File: config.mk
export PLATFORM = sky130hd
export DESIGN_NAME = sap1_sequencer
export DESIGN_NICKNAME = d
export VERILOG_FILES = /design/src/rtl/sap1_sequencer.sv
export SDC_FILE = /design/constraint.sdc
export NUM_CORES = 1
export LEC_CHECK = 0
export CORE_MARGIN = 4
export CORE_UTILIZATION = 44
export CTS_CLUSTER_SIZE = 16
export DETAILED_ROUTE_END_ITERATION = 10
export PLACE_DENSITY = 0.84
export SYNTH_ARGS = -nofsm -noshare
export SYNTH_HDL_FRONTEND = slang
export SYNTH_SLANG_ARGS = --single-unit
File: constraint.sdc
create_clock -name clk -period 4.5 [get_ports clk]
set_input_delay 1.125 -clock clk [delete_from_list [all_inputs] [get_ports clk]]
set_output_delay 1.125 -clock clk [all_outputs]
set_load 0.05 [all_outputs]
File: src/rtl/sap1_sequencer.sv
// sap1_sequencer: SAP-1 T-state counter and microcode decoder with run/halted/program control.
// All controls are forced low while rst is asserted and outside RUN (halt excepted in HALTED).
module sap1_sequencer #(
    parameter int FLAG_C_BIT = 0,
    parameter int FLAG_Z_BIT = 1
) (
    input  logic       clk,
    input  logic       rst,
    input  logic [3:0] opcode,
    input  logic [3:0] flags,
    input  logic       pr_mode,
    output logic       halt,
    output logic       reg_a_in,
    output logic       reg_a_out,
    output logic       reg_b_in,
    output logic       reg_b_out,
    output logic       alu_out,
    output logic       alu_sub,
    output logic       instr_in,
    output logic       instr_out,
    output logic       mar_in,
    output logic       ram_in,
    output logic       ram_out,
    output logic       reg_out,
    output logic       pc_inc,
    output logic       pc_out,
    output logic       pc_jmp,
    output logic [3:0] reg_flags_in,
    output logic [3:0] step_out
);
    typedef enum logic [1:0] {RUN, HALTED, PROGRAM} state_t;

    state_t     state, state_nx;
    logic [2:0] step, step_nx, last;
    logic       armed;
    logic       is_lda, is_add, is_sub, is_sta, is_ldi, is_jmp, is_jc, is_jz, is_out, is_hlt;
    logic       s0, s1, s2, s3, s4, run, unused_flags;

    assign is_lda = opcode == 4'h1;
    assign is_add = opcode == 4'h2;
    assign is_sub = opcode == 4'h3;
    assign is_sta = opcode == 4'h4;
    assign is_ldi = opcode == 4'h5;
    assign is_jmp = opcode == 4'h6;
    assign is_jc  = opcode == 4'h7;
    assign is_jz  = opcode == 4'h8;
    assign is_out = opcode == 4'hE;
    assign is_hlt = opcode == 4'hF;
    assign last   = (is_lda || is_sta) ? 3'd3 : (is_add || is_sub) ? 3'd4 : 3'd2;
    assign unused_flags = ^flags;

    // The first edge after reset release only arms the sequencer, so T0 spans it.
    always_ff @(posedge clk or negedge rst) begin
        if (!rst) begin
            state <= RUN;
            step  <= 3'd0;
            armed <= 1'b0;
        end else if (!armed) begin
            armed <= 1'b1;
        end else begin
            state <= state_nx;
            step  <= step_nx;
        end
    end

    always_comb begin
        state_nx = state;
        step_nx  = step;
        case (state)
            RUN: begin
                state_nx = (step != last) ? RUN : pr_mode ? PROGRAM : is_hlt ? HALTED : RUN;
                step_nx  = (step != last) ? step + 3'd1 : (is_hlt && !pr_mode) ? step : 3'd0;
            end
            HALTED: begin
                state_nx = pr_mode ? PROGRAM : HALTED;
                step_nx  = pr_mode ? 3'd0 : step;
            end
            PROGRAM: begin
                state_nx = pr_mode ? PROGRAM : RUN;
                step_nx  = 3'd0;
            end
            default: begin
                state_nx = RUN;
                step_nx  = 3'd0;
            end
        endcase
    end

    assign run = rst && state == RUN;
    assign s0  = run && step == 3'd0;
    assign s1  = run && step == 3'd1;
    assign s2  = run && step == 3'd2;
    assign s3  = run && step == 3'd3;
    assign s4  = run && step == 3'd4;

    always_comb begin
        halt         = rst && (state == HALTED || (s2 && is_hlt));
        pc_out       = s0;
        mar_in       = s0 || (s2 && (is_lda || is_add || is_sub || is_sta));
        ram_out      = s1 || (s3 && (is_lda || is_add || is_sub));
        instr_in     = s1;
        pc_inc       = s1;
        instr_out    = s2 && (is_lda || is_add || is_sub || is_sta || is_ldi || is_jmp || is_jc || is_jz);
        reg_a_in     = (s2 && is_ldi) || (s3 && is_lda) || (s4 && (is_add || is_sub));
        reg_b_in     = s3 && (is_add || is_sub);
        reg_b_out    = 1'b0;
        alu_out      = s4 && (is_add || is_sub);
        alu_sub      = s4 && is_sub;
        reg_flags_in = {4{s4 && (is_add || is_sub)}};
        reg_a_out    = (s3 && is_sta) || (s2 && is_out);
        ram_in       = s3 && is_sta;
        reg_out      = s2 && is_out;
        pc_jmp       = s2 && (is_jmp || (is_jc && flags[FLAG_C_BIT]) || (is_jz && flags[FLAG_Z_BIT]));
        step_out     = {1'b0, step};
    end
endmodule

# Word level (Yosys, flattened, before mapping)
# Cells that the tools add are included.
# W data, S select, Z words.
# totals
register_bits	6
input_bits	11
output_inout_bits	24
# classes
n_addsub	1
eq_ne	19
muxes	12
n_reduce_logical	43
# ops
operator	count
$logic_and A1 B1 Y1	22
$logic_or A1 B1 Y1	17
$eq A4 B3 Y1 const B	4
$mux W3	5
$eq A4 B4 Y1 const B	3
$eq A4 B2 Y1 const B	2
$mux W2	4
$eq A3 B2 Y1 const B	2
$pmux W2 S3	1
$pmux W3 S2	1
$eq A4 B1 Y1 const B	1
$add A3 B1 Y3 const B	1
$eq A3 B1 Y1 const B	1
$eq A3 B3 Y1 const B	1
$logic_not A3 Y1	1
$ne A3 B3 Y1	1
$ne A3 B3 Y1 const B	1
$reduce_and A3 Y1	1
$eq A2 B1 Y1 const B	1
$eq A2 B2 Y1 const B	1
$logic_not A2 Y1	1
$ne A2 B2 Y1 const B	1
$logic_not A1 Y1	1
$mux W1	1

# Depth between registers and ports, before layout
# depth
ltp_word	9
ltp_mapped	6

# Worst setup path before layout
# OpenSTA, ideal clock, no wires.
# synth_timing
path_type	input to output
start	in opcode[2]
end	out ram_out
arrival_time_ns	3.011
setup_slack_ns	0.364
cell_stages	2
path_buffers	1
cell_sequence	clkbuf_1 > o41ai_1
# synth_between
elab_chain_cells	5
# synth_rtl
element	line	text
start, declared	9	input logic [3:0] opcode,
$eq A4 B1 Y1 / $eq A4 B2 Y1 (equally long branches)	39, 40	
$logic_or A1 B1 Y1	100	ram_out = s1 || (s3 && (is_lda || is_add || is_sub));
$logic_or A1 B1 Y1 *	100	
$logic_and A1 B1 Y1 *	100	
$logic_or A1 B1 Y1 *	100	
end, declared	23	output logic ram_out,
# Every way passes the cells marked *; elsewhere a longest branch is shown, timed or not.

# Worst setup path after layout
# layout_timing
start	in rst
end	out reg_a_out
# layout_between
elab_chain_cells	4
# layout_rtl
element	line	text
start, declared	8	input logic rst,
$logic_and A1 B1 Y1 *	89	assign run = rst && state == RUN;
$logic_and A1 B1 Y1, on equally long branches	93, 92	
$logic_and A1 B1 Y1	110	reg_a_out = (s3 && is_sta) || (s2 && is_out);
$logic_or A1 B1 Y1 *	110	
end, declared	14	output logic reg_a_out,
# Marks and branches as above.

==> flow_summary_export.csv <==
group,metric,value,unit
floorplanning,core_area,1580,µm²
setup_path,regToRegEndpoint,"step[2]",
power,pwr-share-seq,23.5,%
setup_path,path_max_fanout,9,
finish,synthToLayoutAreaGrowth,53.2,%
timing,tns,0,ns
timing,slew_headroom,62.0,%
routing,antenna_left,0,
cts,path_clk_slew,0.04,ns
flow_run,cap_violations,0,
placed_design,hpwl,1540,µm
setup_path,cp_top_family,"buffers and inverters",
setup_path,critPathBufInv,3,
setup_path,cp_data_arrival_time,2.89,ns
setup_path,worstPathCellList,"clkdlybuf4s50_1 > buf_4 > nand4bb_1 > nor3_1 > a41oi_1 > nor3b_1 > buf_12",
synth,syn_area,776,µm²
power,power.density,347,nW/µm²
global_routing,grtUsageTotal,16.5,%
power,p_int,0.201,mW
routing,dr.pass1.iters,4,
routing,wl_per_cell,14.1,µm
hold_path,hold_class,"reg2reg",
cts,cts_setup_buffers,0,
timing,slew_violations,0,
setup_path,critPathSlowestCell,"clkdlybuf4s50_1",
global_routing,grt_antenna_before_repair,0,
synth,ys_seq_area_share,19.4,%
power,p_switching,0.211,mW
synth,synth.most_common_cell,"nand2_1",
floorplanning,start_util,49.2,%
routing,num_vias,777,
global_routing,grt_pass1_vias,712,
routing,drcViolationCount,0,
power,leakage,0.493,nW
synth,synth_cell_type_count,44,
synth,yosysTopAreaCellShare,19.4,%
setup_path,required,3.38,ns
setup_path,r2r_start,"step[1]",
power,netSwitchingFraction,51.2,%
timing,max_clock_freq,249,MHz
placed_design,port_buffers,30,
timing,setup_viol,0,
timing,tightest_slew,0.562,ns
floorplanning,rows,14,
cts,cts_resized,0,
cts,clock_sinks,6,
synth,async_flop_share,100,%
finish,fin_nets,140,
hold_path,holdPathStages,1,
routing,wl,1950,µm
hold_path,holdPathEnd,"state[1]",
synth,postSynthCellCount,94,
routing,drt_iter0_drc,19,
timing,finalHoldViolations,0,
power,clkPwrFrac,12.1,%
synth,postSynthRegisterBits,6,
setup_path,cp-end-kind,"primary output",
setup_path,slowest_delay,0.50,ns
synth,synth_flop_cell,"dfrtp_1",
cts,cts.htree.levels,1,
synth,yosys-top-cells-count,"nand2_1 (9), buf_4 (8), nor2_1 (8)",
synth,syn_avg_cell_area,8.25,µm²
placed_design,place_congestion,0.853,
timing,fin_crit_sh,89.2,%
floorplanning,die_area,2500,µm²
finish,n_antenna_cell,0,
floorplanning,die_x,50.0,µm
finish,fill_cells,122,
setup_path,startpoint_type,"primary input",
global_routing,grt-ovfl-total,0,
cts,clk_path_buf_depth,2,
synth,synth.area.top_cells,"dfrtp_1 (19%), ha_1 (8.1%), buf_4 (7.7%)",
finish,utilization,75.4,%
synth,ys_warn_count,0,
synth,synth_edf_count,0,
global_routing,grt_start_max_net_pins,13,
cts,cts_buffers,3,
timing,rsz0062_at_grt,"false",
cts,clkLatencyLatePin,0.25,ns
timing,skew,0.00318,ns
finish,drive_gt1_share,27.9,%
cts,cts_tree,"built",
setup_path,crit_type,"in2out",
finish,multi_input_area,537,µm²
hold_path,hp-start,"armed",
cts,cts_root_buf,"clkbuf_4",
setup_path,ff2ff_setup_slack,3.02,ns
run_status,outcome,"complete, no violations",
power,p_comb_share,64.4,%
setup_path,rr_worst_depth,4,
power,ir_drop,0.293,mV
floorplanning,fp.dieH,50.0,µm
synth,yosys.area.top_type,"dfrtp_1",
global_routing,grt_pass1_wl,3220,µm
floorplanning,io_pins,35,
timing,fin_crit,4.01,ns
finish,seqCellArea,150,µm²
cts,ctsHoldBuffers,0,
routing,via_per_inst,5.63,
[final cells by class]
class,count,area share (%)
Tap cell,16,1.68
Timing Repair Buffer,35,37.1
Sequential cell,6,12.6
Multi-Input combinational cell,73,45.2
Clock buffer,3,1.89
Inverter,5,1.58
[how the worst max path moves through the flow]
stage,from,endpoint,slack (ns),depth (start not counted)
final,rst,reg_a_out,0.49,7
after global routing,rst,reg_a_out,0.41,7
after CTS,rst,reg_a_out,0.51,7
after detailed placement,rst,reg_a_out,0.53,7
after global placement,rst,halt,0.54,6
after floorplan,opcode[2],ram_out,0.36,2
[per-layer routing]
metal / share of wire, % / global-route usage (%) / up-vias
met5: 0 / 0 / -
met4: 1.9 / 9.68 / 0
met3: 5.8 / 1.81 / 3
met2: 48 / 27.6 / 31
met1: 45 / 20.1 / 358
li1: - / - / 385
[state kept, by name, summed over array words and instances (netlist names)]
register	cells
step	3
armed	1
state	2
[cells in the final DEF (no fill, tap or decap), types with 3 or more instances in the layout]
cell type / netlist / routed
buf_12: 0 / 12
buf_4: 8 / 12
clkbuf_4: 0 / 3
clkdlybuf4s50_1: 0 / 11
conb_1: 2 / 3
dfrtp_1: 6 / 6
ha_1: 5 / 5
inv_1: 5 / 5
nand2_1: 9 / 9
nor2_1: 8 / 8
nor3_1: 4 / 4
o21a_1: 3 / 3
or2_1: 3 / 3
[per-stage QoR]
stage	cells	hold WS (ns)	instance area (µm²)	power [mW]	setup slack (ns)
floorplan	95	0.519	779	0.284	0.364
global placement	135	0.553	1170	0.357	0.539
detailed placement	135	0.562	1170	0.363	0.530
CTS	138	0.574	1190	0.415	0.507
global route	138	0.595	1190	0.441	0.405
finish	138	0.579	1190	0.412	0.486
[kinds of logic after synthesis]
logic type,share of synthesized area [%]
XOR/XNOR,2.26
buffers and inverters,11.9
adder cells (fa/ha/maj),8.06
AND/OR/NAND/NOR,34.0
flip-flops,19.4
other,0.968
AO/OA/AOI/OAI,19.2
multiplexers,4.19
[power by group through the flow]
stage	sequential (mW)	combinational, mW	clock (mW)
detailed placement	0.0973	0.265	0
CTS	0.0968	0.266	0.0519
floorplan	0.125	0.159	0
finish	0.0969	0.265	0.0498
global placement	0.0963	0.261	0
global route	0.102	0.284	0.0553
No activity file was read; power rests on OpenSTA's default activity.
